### config.mk
export PLATFORM = sky130hd
export DESIGN_NAME = arb_stream_rx
export DESIGN_NICKNAME = d
export VERILOG_FILES = /design/src/rtl/arb_link_pkg.sv /design/src/rtl/sat_counter.sv /design/src/rtl/arb_stream_rx.sv
export SDC_FILE = /design/constraint.sdc
export NUM_CORES = 1
export LEC_CHECK = 0
export CORE_AREA = 2 2 92 94
export CTS_BUF_LIST = sky130_fd_sc_hd__clkbuf_8 sky130_fd_sc_hd__clkbuf_16
export DETAILED_ROUTE_END_ITERATION = 10
export DIE_AREA = 0 0 94 96
export GPL_ROUTABILITY_DRIVEN = 0
export PLACE_DENSITY = 0.87
export SLEW_MARGIN = 0
export SYNTH_ARGS = -nofsm -noshare
export SYNTH_HDL_FRONTEND = slang
export SYNTH_SLANG_ARGS = --single-unit
### constraint.sdc
create_clock -name clk -period 3.9 [get_ports clk]
set_clock_uncertainty 0.1 [all_clocks]
set_input_delay 0.78 -clock clk [delete_from_list [all_inputs] [get_ports clk]]
set_output_delay 0.78 -clock clk [all_outputs]
set_load 0.02 [all_outputs]
### src/rtl/arb_link_pkg.sv
// Link-level constants, field positions and FSM state shared by the arbitter
// transmitter and the arb_stream_rx receiver.
package arb_link_pkg;

    localparam int NCHAN    = 16;
    localparam int MAXLEN   = 2047;
    localparam int CHAN_W   = 4;
    localparam int LEN_W    = 11;
    localparam int WORD_W   = 16;

    localparam int KCODE_LSB = 0;
    localparam int CHAN_LSB  = 8;
    localparam int LEN_LSB   = 0;

    localparam logic [7:0] K_SOB  = 8'h1C;
    localparam logic [7:0] K_IDLE = 8'hBC;

    typedef enum logic [1:0] {
        ST_IDLE,
        ST_LEN,
        ST_DATA
    } link_state_e;

    function automatic logic chan_legal(input logic [CHAN_W-1:0] chan);
        return 32'(chan) < 32'(NCHAN);
    endfunction

    // Length word must have clean upper bits and a length in 1..MAXLEN.
    function automatic logic len_legal(input logic [WORD_W-1:0] word);
        logic [LEN_W-1:0] len;
        len = word[LEN_LSB +: LEN_W];
        return (word[WORD_W-1:LEN_LSB+LEN_W] == '0) && (len != '0) &&
               (32'(len) <= 32'(MAXLEN));
    endfunction

endpackage

### src/rtl/sat_counter.sv
// Up-counter that either saturates at all-ones or wraps, selected by a mode bit.
module sat_counter #(
    parameter int WIDTH = 16
) (
    input  logic             clk,
    input  logic             rst_n,
    input  logic             inc,
    input  logic             saturate,
    output logic [WIDTH-1:0] count
);

    logic [WIDTH-1:0] count_q;
    logic [WIDTH-1:0] count_d;

    always_comb begin
        count_d = count_q;
        if (inc && !(saturate && (&count_q))) begin
            count_d = count_q + WIDTH'(1);
        end
    end

    // NOTE: sequential state uses non-blocking assignments so every flop samples pre-edge values.
    always_ff @(posedge clk or negedge rst_n) begin
        if (!rst_n) begin
            count_q <= '0;
        end else begin
            count_q <= count_d;
        end
    end

    assign count = count_q;

endmodule

### src/rtl/arb_stream_rx.sv
// Receiver for the arbitter link: delineates blocks, tags payload words with
// their channel and counts framing errors and completed blocks.
module arb_stream_rx
    import arb_link_pkg::*;
(
    input  logic        clk,
    input  logic        rst_n,
    input  logic [15:0] din,
    input  logic        kin,
    output logic [15:0] dout,
    output logic [3:0]  dchan,
    output logic        dvalid,
    output logic        dsob,
    output logic        deob,
    output logic        err,
    output logic [15:0] errcnt,
    output logic [31:0] blkcnt
);

    link_state_e        state_q, state_d;
    logic [CHAN_W-1:0]  chan_q, chan_d;
    logic [LEN_W-1:0]   remain_q, remain_d;
    logic               first_q, first_d;
    logic [15:0]        dout_q, dout_d;
    logic [3:0]         dchan_q, dchan_d;
    logic               dvalid_q, dvalid_d;
    logic               dsob_q, dsob_d;
    logic               deob_q, deob_d;
    logic               err_q, err_d;
    logic               blk_done_d;

    logic               is_sob;
    logic               is_idle;
    logic [CHAN_W-1:0]  sob_chan;

    assign sob_chan = din[CHAN_LSB +: CHAN_W];
    assign is_sob   = kin && (din[KCODE_LSB +: 8] == K_SOB) &&
                      (din[15:CHAN_LSB+CHAN_W] == '0);
    assign is_idle  = kin && (din[KCODE_LSB +: 8] == K_IDLE);

    // NOTE: every always_comb output gets a default first so no latch is inferred.
    always_comb begin
        state_d    = state_q;
        chan_d     = chan_q;
        remain_d   = remain_q;
        first_d    = first_q;
        dout_d     = '0;
        dchan_d    = '0;
        dvalid_d   = 1'b0;
        dsob_d     = 1'b0;
        deob_d     = 1'b0;
        err_d      = 1'b0;
        blk_done_d = 1'b0;

        if (is_sob) begin
            // An SOB anywhere restarts framing; outside IDLE it also truncates.
            err_d = (state_q != ST_IDLE);
            if (chan_legal(sob_chan)) begin
                chan_d  = sob_chan;
                state_d = ST_LEN;
            end else begin
                err_d   = 1'b1;
                state_d = ST_IDLE;
            end
        end else if (kin) begin
            err_d   = (state_q != ST_IDLE) || !is_idle;
            state_d = ST_IDLE;
        end else begin
            unique case (state_q)
                ST_IDLE: begin
                    err_d = 1'b1;
                end
                ST_LEN: begin
                    if (len_legal(din)) begin
                        remain_d = din[LEN_LSB +: LEN_W];
                        first_d  = 1'b1;
                        state_d  = ST_DATA;
                    end else begin
                        err_d   = 1'b1;
                        state_d = ST_IDLE;
                    end
                end
                ST_DATA: begin
                    dout_d   = din;
                    dchan_d  = chan_q;
                    dvalid_d = 1'b1;
                    dsob_d   = first_q;
                    first_d  = 1'b0;
                    remain_d = remain_q - LEN_W'(1);
                    if (remain_q == LEN_W'(1)) begin
                        deob_d     = 1'b1;
                        blk_done_d = 1'b1;
                        state_d    = ST_IDLE;
                    end
                end
                default: begin
                    state_d = ST_IDLE;
                end
            endcase
        end
    end

    always_ff @(posedge clk or negedge rst_n) begin
        if (!rst_n) begin
            state_q  <= ST_IDLE;
            chan_q   <= '0;
            remain_q <= '0;
            first_q  <= 1'b0;
            dout_q   <= '0;
            dchan_q  <= '0;
            dvalid_q <= 1'b0;
            dsob_q   <= 1'b0;
            deob_q   <= 1'b0;
            err_q    <= 1'b0;
        end else begin
            state_q  <= state_d;
            chan_q   <= chan_d;
            remain_q <= remain_d;
            first_q  <= first_d;
            dout_q   <= dout_d;
            dchan_q  <= dchan_d;
            dvalid_q <= dvalid_d;
            dsob_q   <= dsob_d;
            deob_q   <= deob_d;
            err_q    <= err_d;
        end
    end

    sat_counter #(.WIDTH(16)) u_errcnt (
        .clk      (clk),
        .rst_n    (rst_n),
        .inc      (err_d),
        .saturate (1'b1),
        .count    (errcnt)
    );

    sat_counter #(.WIDTH(32)) u_blkcnt (
        .clk      (clk),
        .rst_n    (rst_n),
        .inc      (blk_done_d),
        .saturate (1'b0),
        .count    (blkcnt)
    );

    assign dout   = dout_q;
    assign dchan  = dchan_q;
    assign dvalid = dvalid_q;
    assign dsob   = dsob_q;
    assign deob   = deob_q;
    assign err    = err_q;

endmodule

==> impl_metrics.prom <==
# TYPE chip_impl_metric gauge
chip_impl_info{name="synth_largest_area_cell",value="dfrtp_1"} 1
chip_impl_info{name="critPathKind",value="in -> reg"} 1
chip_impl_metric{name="grt_pass1_wl",unit="mm"} 15.3
chip_impl_metric{name="area_growth",unit="%"} 26.8
chip_impl_metric{name="fraction_of_synthesized_cell_area_taken_by_the_top_area_cell_type",unit="%"} 52.8
chip_impl_metric{name="power.static_leakage",unit="nW"} 2.41
chip_impl_info{name="outcome",value="finished, final reports clean"} 1
chip_impl_metric{name="grt_use_total",unit="%"} 21.8
chip_impl_metric{name="core",unit="mm²"} 0.00805
chip_impl_metric{name="io-pin-count",unit=""} 91
chip_impl_info{name="worst_setup_path_endpoint",value="u_blkcnt.count[24]$_DFFE_PN0P_"} 1
chip_impl_metric{name="mappedNetlistNets",unit=""} 415
chip_impl_metric{name="post_route_cells_drive_above_1_share",unit="%"} 7.85
chip_impl_info{name="worstReg2RegEnd",value="u_blkcnt.count[24]$_DFFE_PN0P_"} 1
chip_impl_metric{name="highest_ir_drop_seen_on_vdd",unit="mV"} 0.238
chip_impl_info{name="post-synth-top-count-cell",value="dfrtp_1"} 1
chip_impl_metric{name="timing.final.setup_violations",unit=""} 0
chip_impl_metric{name="placed_cell_area",unit="mm²"} 0.00521
chip_impl_metric{name="count_of_routing_violations_after_the_opening_detailed_route_iteration",unit=""} 233
chip_impl_metric{name="clkLatencyLatePin",unit="ps"} 350
chip_impl_info{name="timing.rr.start",value="state_q[1]$_DFFE_PN0P_"} 1
chip_impl_metric{name="post_cts_setup_repair_buffer_count",unit=""} 0
chip_impl_metric{name="max-cap-violations",unit=""} 0
chip_impl_metric{name="finish.net_count",unit=""} 502
chip_impl_metric{name="postSynthRegisterBits",unit=""} 90
chip_impl_metric{name="area_of_the_multi_input_gates",unit="mm²"} 0.00190
chip_impl_metric{name="routed-via-count",unit=""} 3391
chip_impl_metric{name="totalNegativeSetupSlack",unit="ps"} 0
chip_impl_metric{name="critical-path-max-stage-delay",unit="ps"} 500
chip_impl_metric{name="routed_wl",unit="mm"} 9.35
chip_impl_metric{name="synth_warnings",unit=""} 0
chip_impl_metric{name="nFillCells",unit=""} 602
chip_impl_info{name="path_cells",value="clkdlybuf4s50_1, inv_1, nand2_4, clkinv_2, and4_1, and3_1, nand4_1, xnor2_1"} 1
chip_impl_info{name="most_area_consuming_cells_after_synthesis",value="dfrtp_1 53%, xnor2_1 4.9%, and2_1 4.0%"} 1
chip_impl_metric{name="period_needed",unit="ps"} 3020
chip_impl_info{name="tritoncts",value="built"} 1
chip_impl_info{name="cp-start-kind",value="input port"} 1
chip_impl_metric{name="rows",unit=""} 33
chip_impl_metric{name="cp.depth",unit=""} 8
chip_impl_info{name="worst_setup_path_end_kind",value="flop"} 1
chip_impl_info{name="holdCritPathClass",value="reg -> reg"} 1
chip_impl_metric{name="slew_violations",unit=""} 0
chip_impl_metric{name="clock_sink_count",unit=""} 90
chip_impl_metric{name="cts_buffers",unit=""} 9
chip_impl_metric{name="worstPathMaxFanout",unit=""} 27
chip_impl_metric{name="cts_h_tree_depth",unit=""} 3
chip_impl_info{name="unrepaired_setup_endpoints_after_global_routing",value="no"} 1
chip_impl_info{name="cp_slowest_cell",value="and3_1"} 1
chip_impl_metric{name="post_synthesis_average_cell_area",unit="µm²"} 10.9
chip_impl_metric{name="cp_data_arrival_time",unit="ps"} 3150
chip_impl_metric{name="die_outline_height",unit="µm"} 96
chip_impl_metric{name="netlist_area",unit="mm²"} 0.00426
chip_impl_metric{name="antenna_violations_before_repair",unit=""} 0
chip_impl_metric{name="cts_hold_buffers",unit=""} 0
chip_impl_metric{name="timing.critical_path.required",unit="ps"} 4030
chip_impl_metric{name="cts_resized",unit=""} 0
chip_impl_info{name="path_delay_family",value="simple AND/OR/NAND/NOR gates"} 1
chip_impl_metric{name="route.detailed.drc",unit=""} 0
chip_impl_metric{name="overflow",unit=""} 0
chip_impl_metric{name="place.detailed.hpwl",unit="mm"} 6.79
chip_impl_metric{name="antenna_violating_nets_post_route",unit=""} 0
chip_impl_metric{name="grt_start_max_net_pins",unit=""} 91
chip_impl_metric{name="synth-seq-area-share",unit="%"} 52.8
chip_impl_metric{name="sequential_cell_area",unit="mm²"} 0.00225
chip_impl_info{name="root_buffer",value="clkbuf_8"} 1
chip_impl_metric{name="diodes",unit=""} 0
chip_impl_metric{name="power.density",unit="mW/mm²"} 359
chip_impl_metric{name="synth_enable_flop_cells",unit=""} 0
chip_impl_info{name="critical_path.startpoint",value="kin"} 1
chip_impl_metric{name="synth.distinct_cells",unit=""} 55
chip_impl_metric{name="timing.final.crit_share",unit="%"} 77.4
chip_impl_metric{name="numPortBuffers",unit=""} 90
chip_impl_metric{name="maxClockFrequency",unit="GHz"} 0.331
chip_impl_info{name="netlist_top_cells_count",value="90 x dfrtp_1, 28 x nand2_1, 28 x nor2_1, 27 x and2_1, 24 x xnor2_1"} 1
chip_impl_metric{name="starting_density_of_the_core",unit="%"} 52.9
chip_impl_metric{name="stdcell_area",unit="mm²"} 0.00540
chip_impl_metric{name="first_pass_iters",unit=""} 6
chip_impl_metric{name="asyncSetResetFlopFracSynth",unit="%"} 100
chip_impl_metric{name="max-slew-margin-rel",unit="%"} 28.4
chip_impl_info{name="dominantRegCellSynth",value="dfrtp_1"} 1
chip_impl_metric{name="wl_cell",unit="µm"} 15.9
chip_impl_metric{name="clkSlewWorstSetupHoldPaths",unit="ps"} 90
chip_impl_metric{name="clk_path_buf_depth",unit=""} 2
chip_impl_metric{name="first_global_vias",unit=""} 3161
chip_impl_metric{name="area_of_the_die",unit="mm²"} 0.00902
chip_impl_metric{name="tightest_slew",unit="ps"} 1070
chip_impl_metric{name="finalNonFillerCells",unit=""} 589
chip_impl_metric{name="detail_route.vias_per_cell",unit=""} 5.76
chip_impl_metric{name="path_buf_inv",unit=""} 3
chip_impl_metric{name="hold_viol",unit=""} 0
chip_impl_metric{name="floorplan.die.width",unit="µm"} 94
chip_impl_metric{name="regToRegSetupSlack",unit="ps"} 1080
chip_impl_metric{name="synth_cells",unit=""} 392
chip_impl_metric{name="depth_of_the_worst_register_to_register_path",unit=""} 7
chip_impl_metric{name="place_inst",unit=""} 573
[placed cells by master, fill, tap and decap left out, types with 10 or more instances in the layout]
| cell type | count |
|---|---|
| dfrtp_1 | 90 |
| clkdlybuf4s50_1 | 89 |
| nand2_1 | 28 |
| nor2_1 | 28 |
| and2_1 | 27 |
| xnor2_1 | 24 |
| xor2_1 | 19 |
| nand4_1 | 17 |
| nand3_1 | 16 |
| nor3_1 | 14 |
| and3_1 | 12 |
| nor4_1 | 10 |
| clkbuf_8 | 10 |
[kinds of logic after synthesis]
| family | after synthesis | share of synthesized area [%] |
|---|---|---|
| simple gates | 187 | 26.1 |
| flops | 90 | 52.8 |
| xor+xnor | 43 | 8.84 |
| compound gates | 38 | 6.05 |
| buf+inv | 21 | 2.64 |
| mux | 9 | 2.35 |
| fa+ha+maj | 4 | 1.17 |
[power by group]
group | internal, mW | total, mW | switching [mW]
Combinational | 0.140 | 0.283 | 0.143
Sequential | 0.974 | 1.03 | 0.0531
Clock | 0.310 | 0.628 | 0.318
[registers in the layout, summed over array words and instances, names as in the netlist, 2 cells and up]
name	flops
dchan	4
dout	16
chan_q	4
u_errcnt.count	16
state_q	2
u_blkcnt.count	32
remain_q	11
[per-layer routing]
layer | GRT usage, % | vias to the layer above | routed length (µm)
met2 | 34.5 | 155 | 4370
li1 | - | 1569 | -
met3 | 4.23 | 17 | 688
met5 | 0 | - | 0
met4 | 8.94 | 0 | 166
met1 | 29.8 | 1650 | 4120
[final cells by class]
class,instances,area share [%]
sequential,90,41.7
multi-input combinational,281,35.1
timing repair buffer,90,16.6
clock buffer,10,2.55
tap,105,2.43
clock inverter,6,1.09
inverter,7,0.509
[through the flow]
stage / total power [mW] / hold WS (ps) / util [%] / worst slack, ps
4_1_cts: 1.95 / 380 / 67.1 / 901
2_1_floorplan: 1.18 / 349 / - / 1270
3_5_place_dp: 1.33 / 366 / 64.7 / 539
3_3_place_gp: 1.32 / 358 / 64.7 / 615
5_1_grt: 2.02 / 387 / 67.1 / 710
6_report: 1.94 / 372 / 67.1 / 882
[worst min path at each step]
stage / end / slack [ps] / cells after the start / startpoint
global route: u_blkcnt.count[31]$_DFFE_PN0P_ / 390 / 1 / u_blkcnt.count[31]$_DFFE_PN0P_
detailed placement: u_blkcnt.count[31]$_DFFE_PN0P_ / 370 / 1 / u_blkcnt.count[31]$_DFFE_PN0P_
floorplan: dchan[0]$_DFF_PN0_ / 350 / 1 / chan_q[0]$_DFFE_PN0N_
CTS: u_blkcnt.count[31]$_DFFE_PN0P_ / 380 / 1 / u_blkcnt.count[31]$_DFFE_PN0P_
finish: u_blkcnt.count[31]$_DFFE_PN0P_ / 370 / 1 / u_blkcnt.count[31]$_DFFE_PN0P_
global placement: dchan[0]$_DFF_PN0_ / 360 / 1 / chan_q[0]$_DFFE_PN0N_
Note: power is estimated with default switching activity, not from simulation.
